<file path="src/rtl/stream_demux.sv">
// -----------------------------------------------------------------------------
// stream_demux
//   Routes a single valid/ready input stream to one of NUM_OUTPUTS output
//   channels. Each beat carries its own destination index. Beats are buffered
//   in a 2-entry in-order FIFO, so a blocked channel stalls the whole stream
//   rather than letting later beats overtake it. Beats addressed to a channel
//   that does not exist are consumed and counted instead of being stored.
//
// Ports
//   clk            : clock, all state updates on the rising edge
//   rst_n          : asynchronous active-low reset
//   in_valid       : upstream beat present
//   in_ready       : block accepts a beat this cycle (FIFO not full)
//   in_data        : beat payload, DATA_WIDTH bits
//   in_select      : destination channel index
//   out_valid      : one-hot valid, bit i belongs to channel i
//   out_ready      : per-channel ready, only the addressed bit is used
//   out_data_flat  : lane i is [i*DATA_WIDTH +: DATA_WIDTH], unused lanes zero
//   drop_pulse     : one-cycle flag after a beat with an illegal index
//   drop_count     : saturating count of dropped beats
// -----------------------------------------------------------------------------
module stream_demux #(
  parameter  int DATA_WIDTH  = 8,
  parameter  int NUM_OUTPUTS = 4,
  localparam int SEL_W       = $clog2(NUM_OUTPUTS)
) (
  input  logic                              clk,
  input  logic                              rst_n,
  input  logic                              in_valid,
  output logic                              in_ready,
  input  logic [DATA_WIDTH-1:0]             in_data,
  input  logic [SEL_W-1:0]                  in_select,
  output logic [NUM_OUTPUTS-1:0]            out_valid,
  input  logic [NUM_OUTPUTS-1:0]            out_ready,
  output logic [DATA_WIDTH*NUM_OUTPUTS-1:0] out_data_flat,
  output logic                              drop_pulse,
  output logic [7:0]                        drop_count
);

  localparam logic [SEL_W:0] NUM_OUT_L = (SEL_W+1)'(NUM_OUTPUTS);

  // FIFO storage; the contents need no reset because occupancy gates them.
  logic [DATA_WIDTH-1:0] data_q [2];
  logic [SEL_W-1:0]      sel_q  [2];

  logic       wr_ptr_q, wr_ptr_d;
  logic       rd_ptr_q, rd_ptr_d;
  logic [1:0] count_q,  count_d;
  logic       drop_pulse_q, drop_pulse_d;
  logic [7:0] drop_count_q, drop_count_d;

  logic                  accept;
  logic                  drop;
  logic                  push;
  logic                  pop;
  logic                  not_empty;
  logic [SEL_W-1:0]      head_sel;
  logic [DATA_WIDTH-1:0] head_data;

  // Gating with rst_n keeps in_ready low during reset and lets it rise as
  // soon as reset is released, without waiting for a clock edge.
  assign in_ready  = rst_n && (count_q < 2'd2);
  assign accept    = in_valid && in_ready;
  assign drop      = ({1'b0, in_select} >= NUM_OUT_L);
  assign push      = accept && !drop;
  assign not_empty = (count_q != 2'd0);
  assign head_sel  = sel_q[rd_ptr_q];
  assign head_data = data_q[rd_ptr_q];

  // Only the addressed channel has its valid raised, so masking with
  // out_valid ignores the ready of every other channel.
  assign pop = |(out_valid & out_ready);

  genvar gi;
  generate
    for (gi = 0; gi < NUM_OUTPUTS; gi++) begin : g_lane
      assign out_valid[gi] = not_empty && (head_sel == SEL_W'(gi));
      assign out_data_flat[gi*DATA_WIDTH +: DATA_WIDTH] =
        out_valid[gi] ? head_data : '0;
    end
  endgenerate

  always_comb begin
    wr_ptr_d     = wr_ptr_q;
    rd_ptr_d     = rd_ptr_q;
    count_d      = count_q;
    drop_pulse_d = 1'b0;
    drop_count_d = drop_count_q;

    if (push) begin
      wr_ptr_d = ~wr_ptr_q;
    end
    if (pop) begin
      rd_ptr_d = ~rd_ptr_q;
    end
    // A full FIFO never pushes, so this stays within 0..2.
    count_d = count_q + {1'b0, push} - {1'b0, pop};

    if (accept && drop) begin
      drop_pulse_d = 1'b1;
      if (drop_count_q != 8'hFF) begin
        drop_count_d = drop_count_q + 8'd1;
      end
    end
  end

  always_ff @(posedge clk or negedge rst_n) begin
    if (!rst_n) begin
      wr_ptr_q     <= 1'b0;
      rd_ptr_q     <= 1'b0;
      count_q      <= 2'd0;
      drop_pulse_q <= 1'b0;
      drop_count_q <= 8'd0;
    end else begin
      wr_ptr_q     <= wr_ptr_d;
      rd_ptr_q     <= rd_ptr_d;
      count_q      <= count_d;
      drop_pulse_q <= drop_pulse_d;
      drop_count_q <= drop_count_d;
    end
  end

  always_ff @(posedge clk) begin
    if (push) begin
      data_q[wr_ptr_q] <= in_data;
      sel_q[wr_ptr_q]  <= in_select;
    end
  end

  assign drop_pulse = drop_pulse_q;
  assign drop_count = drop_count_q;

endmodule

</file>
<file path="config.mk">
export PLATFORM = sky130hd
export DESIGN_NAME = stream_demux
export DESIGN_NICKNAME = d
export VERILOG_FILES = /design/src/rtl/stream_demux.sv
export SDC_FILE = /design/constraint.sdc
export NUM_CORES = 1
export LEC_CHECK = 0
export CELL_PAD_IN_SITES_DETAIL_PLACEMENT = 1
export CELL_PAD_IN_SITES_GLOBAL_PLACEMENT = 1
export CORE_MARGIN = 2
export CORE_UTILIZATION = 47
export CTS_BUF_LIST = sky130_fd_sc_hd__clkbuf_8
export CTS_CLUSTER_DIAMETER = 80
export DETAILED_ROUTE_END_ITERATION = 8
export DONT_BUFFER_PORTS = 1
export PLACE_DENSITY = 0.82
export REMOVE_ABC_BUFFERS = 1
export SYNTH_ARGS = -nofsm -noshare
export SYNTH_HDL_FRONTEND = slang
export SYNTH_SLANG_ARGS = --single-unit
</file>
<file path="constraint.sdc">
create_clock -name clk -period 2.6 [get_ports clk]
set_input_delay 0.78 -clock clk [delete_from_list [all_inputs] [get_ports clk]]
set_output_delay 0.78 -clock clk [all_outputs]
set_load 0.01 [all_outputs]
</file>
==> flow_summary.yaml <==
setup_path:
  critPathMaxFanout: 9
  cp-endpoint: "out_data_flat[31]"
  reg2reg_depth: 8
  crit_type: "reg2out"
  crit_arrival_ns: 1.76
  crit_start: "rd_ptr_q"
  r2r-end: "count_q[1]"
  endpoint_kind: "output port"
  r2r_start: "rd_ptr_q"
  required_ns: 1.82
  start_kind: "flop"
  r2r_setup_slack_ns: 0.47
clock_network:
  cts_root_buf: "clkbuf_8"
  cts_tree: "done"
  cts.htree.levels: 1
  clock_latency_ns: 0.26
  clkTransAtPathRegs_ns: 0.08
  cts_buffer_depth: 2
  numCtsBuffers: 3
  cts.sinks: 24
cells_and_area:
  most-common-layout-cells: "nor2_1 (28), edfxtp_1 (20), mux2i_1 (11)"
  fin_nets: 129
  final_common_cell: "nor2_1"
  layout-drive-gt1-share_pct: 15.6
  final_cells: 139
  syn_to_final_growth_pct: 6.04
  antenna_cells: 0
  final_design_area_no_fill_sq_um: 1270
drt:
  vias: 737
  wl_um: 2260
  via_per_inst: 5.30
  post_drt_wl_per_cell_um: 16.2
  first_pass_iters: 4
  drc: 0
  drtIter0Drc: 9
  antenna_left: 0
timing:
  holdWs_ns: 0.202
  fin_crit_sh_pct: 97.5
  hold_viol_final: 0
  setup_viol: 0
  period_needed_ns: 2.54
  fin_worst_skew_ns: 0.00256
  slew_viol_final: 0
  clock.fmax_mhz: 394
  rsz0062_at_grt: "yes"
logic_synthesis:
  seq_area_frac_synth_pct: 58.3
  syn_inst: 105
  netlist_area_sq_um: 1200
  syn-mean-instance-area_sq_um: 11.4
  synth_cell_types: 22
  ys_warn_count: 0
  ys_seq_elements: 24
placement:
  detailed_place_hpwl_um: 1740
  gp_congestion: 0.798
  dp_cells: 133
  placed_area_sq_um: 1200
  port_buffers: 0
die:
  ioPinCount: 63
  die_y_um: 54.6
  die_w_um: 54.6
  design.core.area_sq_um: 2450
  fp-row-count: 18
  initial_core_util_pct: 48.9
  die_area_sq_um: 2980
power_and_ir_drop:
  leakage_nw: 0.528
  p_per_area_nw_per_um2: 1070
  ir_drop_mv: 0.608
job:
  drv_cap: 0
grt:
  grt_max_degree: 14
  grt_pass1_wl_um: 3210
  gr-usage-all-layers_pct: 15.9
  grt.overflow.total: 0
  grt_pass1_vias: 676
  grt_antenna_before_repair: 0
hold_path:
  hp-class: "in2async"
run_status:
  outcome: "finished clean"
## power by group
part / leakage, nW / internal, mW / total (mW) / switching, mW
sequential: 0.228 / 0.488 / 0.541 / 0.0533
combinational: 0.277 / 0.217 / 0.610 / 0.392
clock: 0.0231 / 0.106 / 0.217 / 0.111
total: 0.528 / 0.811 / 1.37 / 0.557
## area by class of cell
class                           instances  area, sq um
Multi-Input combinational cell         71          434
Sequential cell                        24          701
Tap cell                               30         37.5
Clock inverter                          1         3.75
Clock buffer                            3         41.3
Inverter                                5         18.8
Timing Repair Buffer                    5         37.5
Fill cell                             269         1180
## cells in the mapped netlist
cell type | count | share of area (%)
nor2b_1 | 1 | 0.52
mux2i_2 | 1 | 1.1
buf_6 | 1 | 0.94
or2_1 | 2 | 1.0
edfxtp_1 | 20 | 50
xnor2_1 | 3 | 2.2
and3_1 | 1 | 0.52
nand2_1 | 1 | 0.31
mux2i_1 | 11 | 9.2
nor2_1 | 33 | 10
clkbuf_1 | 1 | 0.31
inv_1 | 5 | 1.6
buf_4 | 9 | 5.6
o211ai_1 | 2 | 1.2
xor2_1 | 1 | 0.73
conb_1 | 1 | 0.31
dfrtp_1 | 4 | 8.3
buf_2 | 2 | 0.83
o21ai_1 | 2 | 0.83
ha_1 | 2 | 2.1
o22ai_2 | 1 | 1.0
mux2_2 | 1 | 0.94
## cells by family after synthesis
logic type	synth area share, %
AOI/OAI and AO/OA	3.12
xor gates and xnor gates	2.92
adders and majority gates	2.08
buffers and inverters	9.27
DFF	58.3
muxes	11.3
other	0.312
and+or+nand+nor	12.7
## critical path, stage by stage (launching register included)
cell,delay (ns)
dfrtp_1,0.44
buf_4,0.19
mux2_2,0.23
o21ai_1,0.09
or2_4,0.31
nor2_1,0.22
## routing by layer
metal / global-route usage (%) / vias to the layer above / part of all wire, %
li1: - / 340 / -
met1: 19.9 / 356 / 41
met2: 27.1 / 39 / 52
met3: 3.55 / 2 / 6.0
met4: 5.00 / 0 / 0.80
met5: 0 / - / 0
## timing repair
action / in CTS / in global routing
setup endpoints to repair: 25 / 17
resized for setup: 1 / 5
gates cloned: 0 / 0
hold buffers: 0 / 0
pin swaps: 2 / 0
hold endpoints to repair: 0 / 0
buffers inserted: 2 / 0
## sequential cells by signal, indices dropped and copies added, names as in the netlist
register / cells
rd_ptr_q: 1
sel_q: 4
count_q: 2
data_q: 16
wr_ptr_q: 1
## per-stage QoR
stage          setup TNS [ns]  util [%]  total power, mW  worst slack [ns]
2_1_floorplan               0         -            0.996             0.253
3_3_place_gp                0      48.8             1.11             0.296
3_5_place_dp                0      48.8             1.13             0.221
4_1_cts                     0      51.4             1.37            0.0513
5_1_grt                -0.153      51.9             1.46           -0.0217
6_report                    0      51.9             1.37            0.0642
## how the worst min path moves through the flow
stage	startpoint	endpoint	cells past startpoint
finish	rst_n	wr_ptr_q	0
global route	rst_n	wr_ptr_q	0
CTS	rst_n	wr_ptr_q	0
detailed placement	rst_n	wr_ptr_q	0
global placement	rst_n	wr_ptr_q	0
floorplan	wr_ptr_q	wr_ptr_q	1
Power figures use the tool's default switching activity.
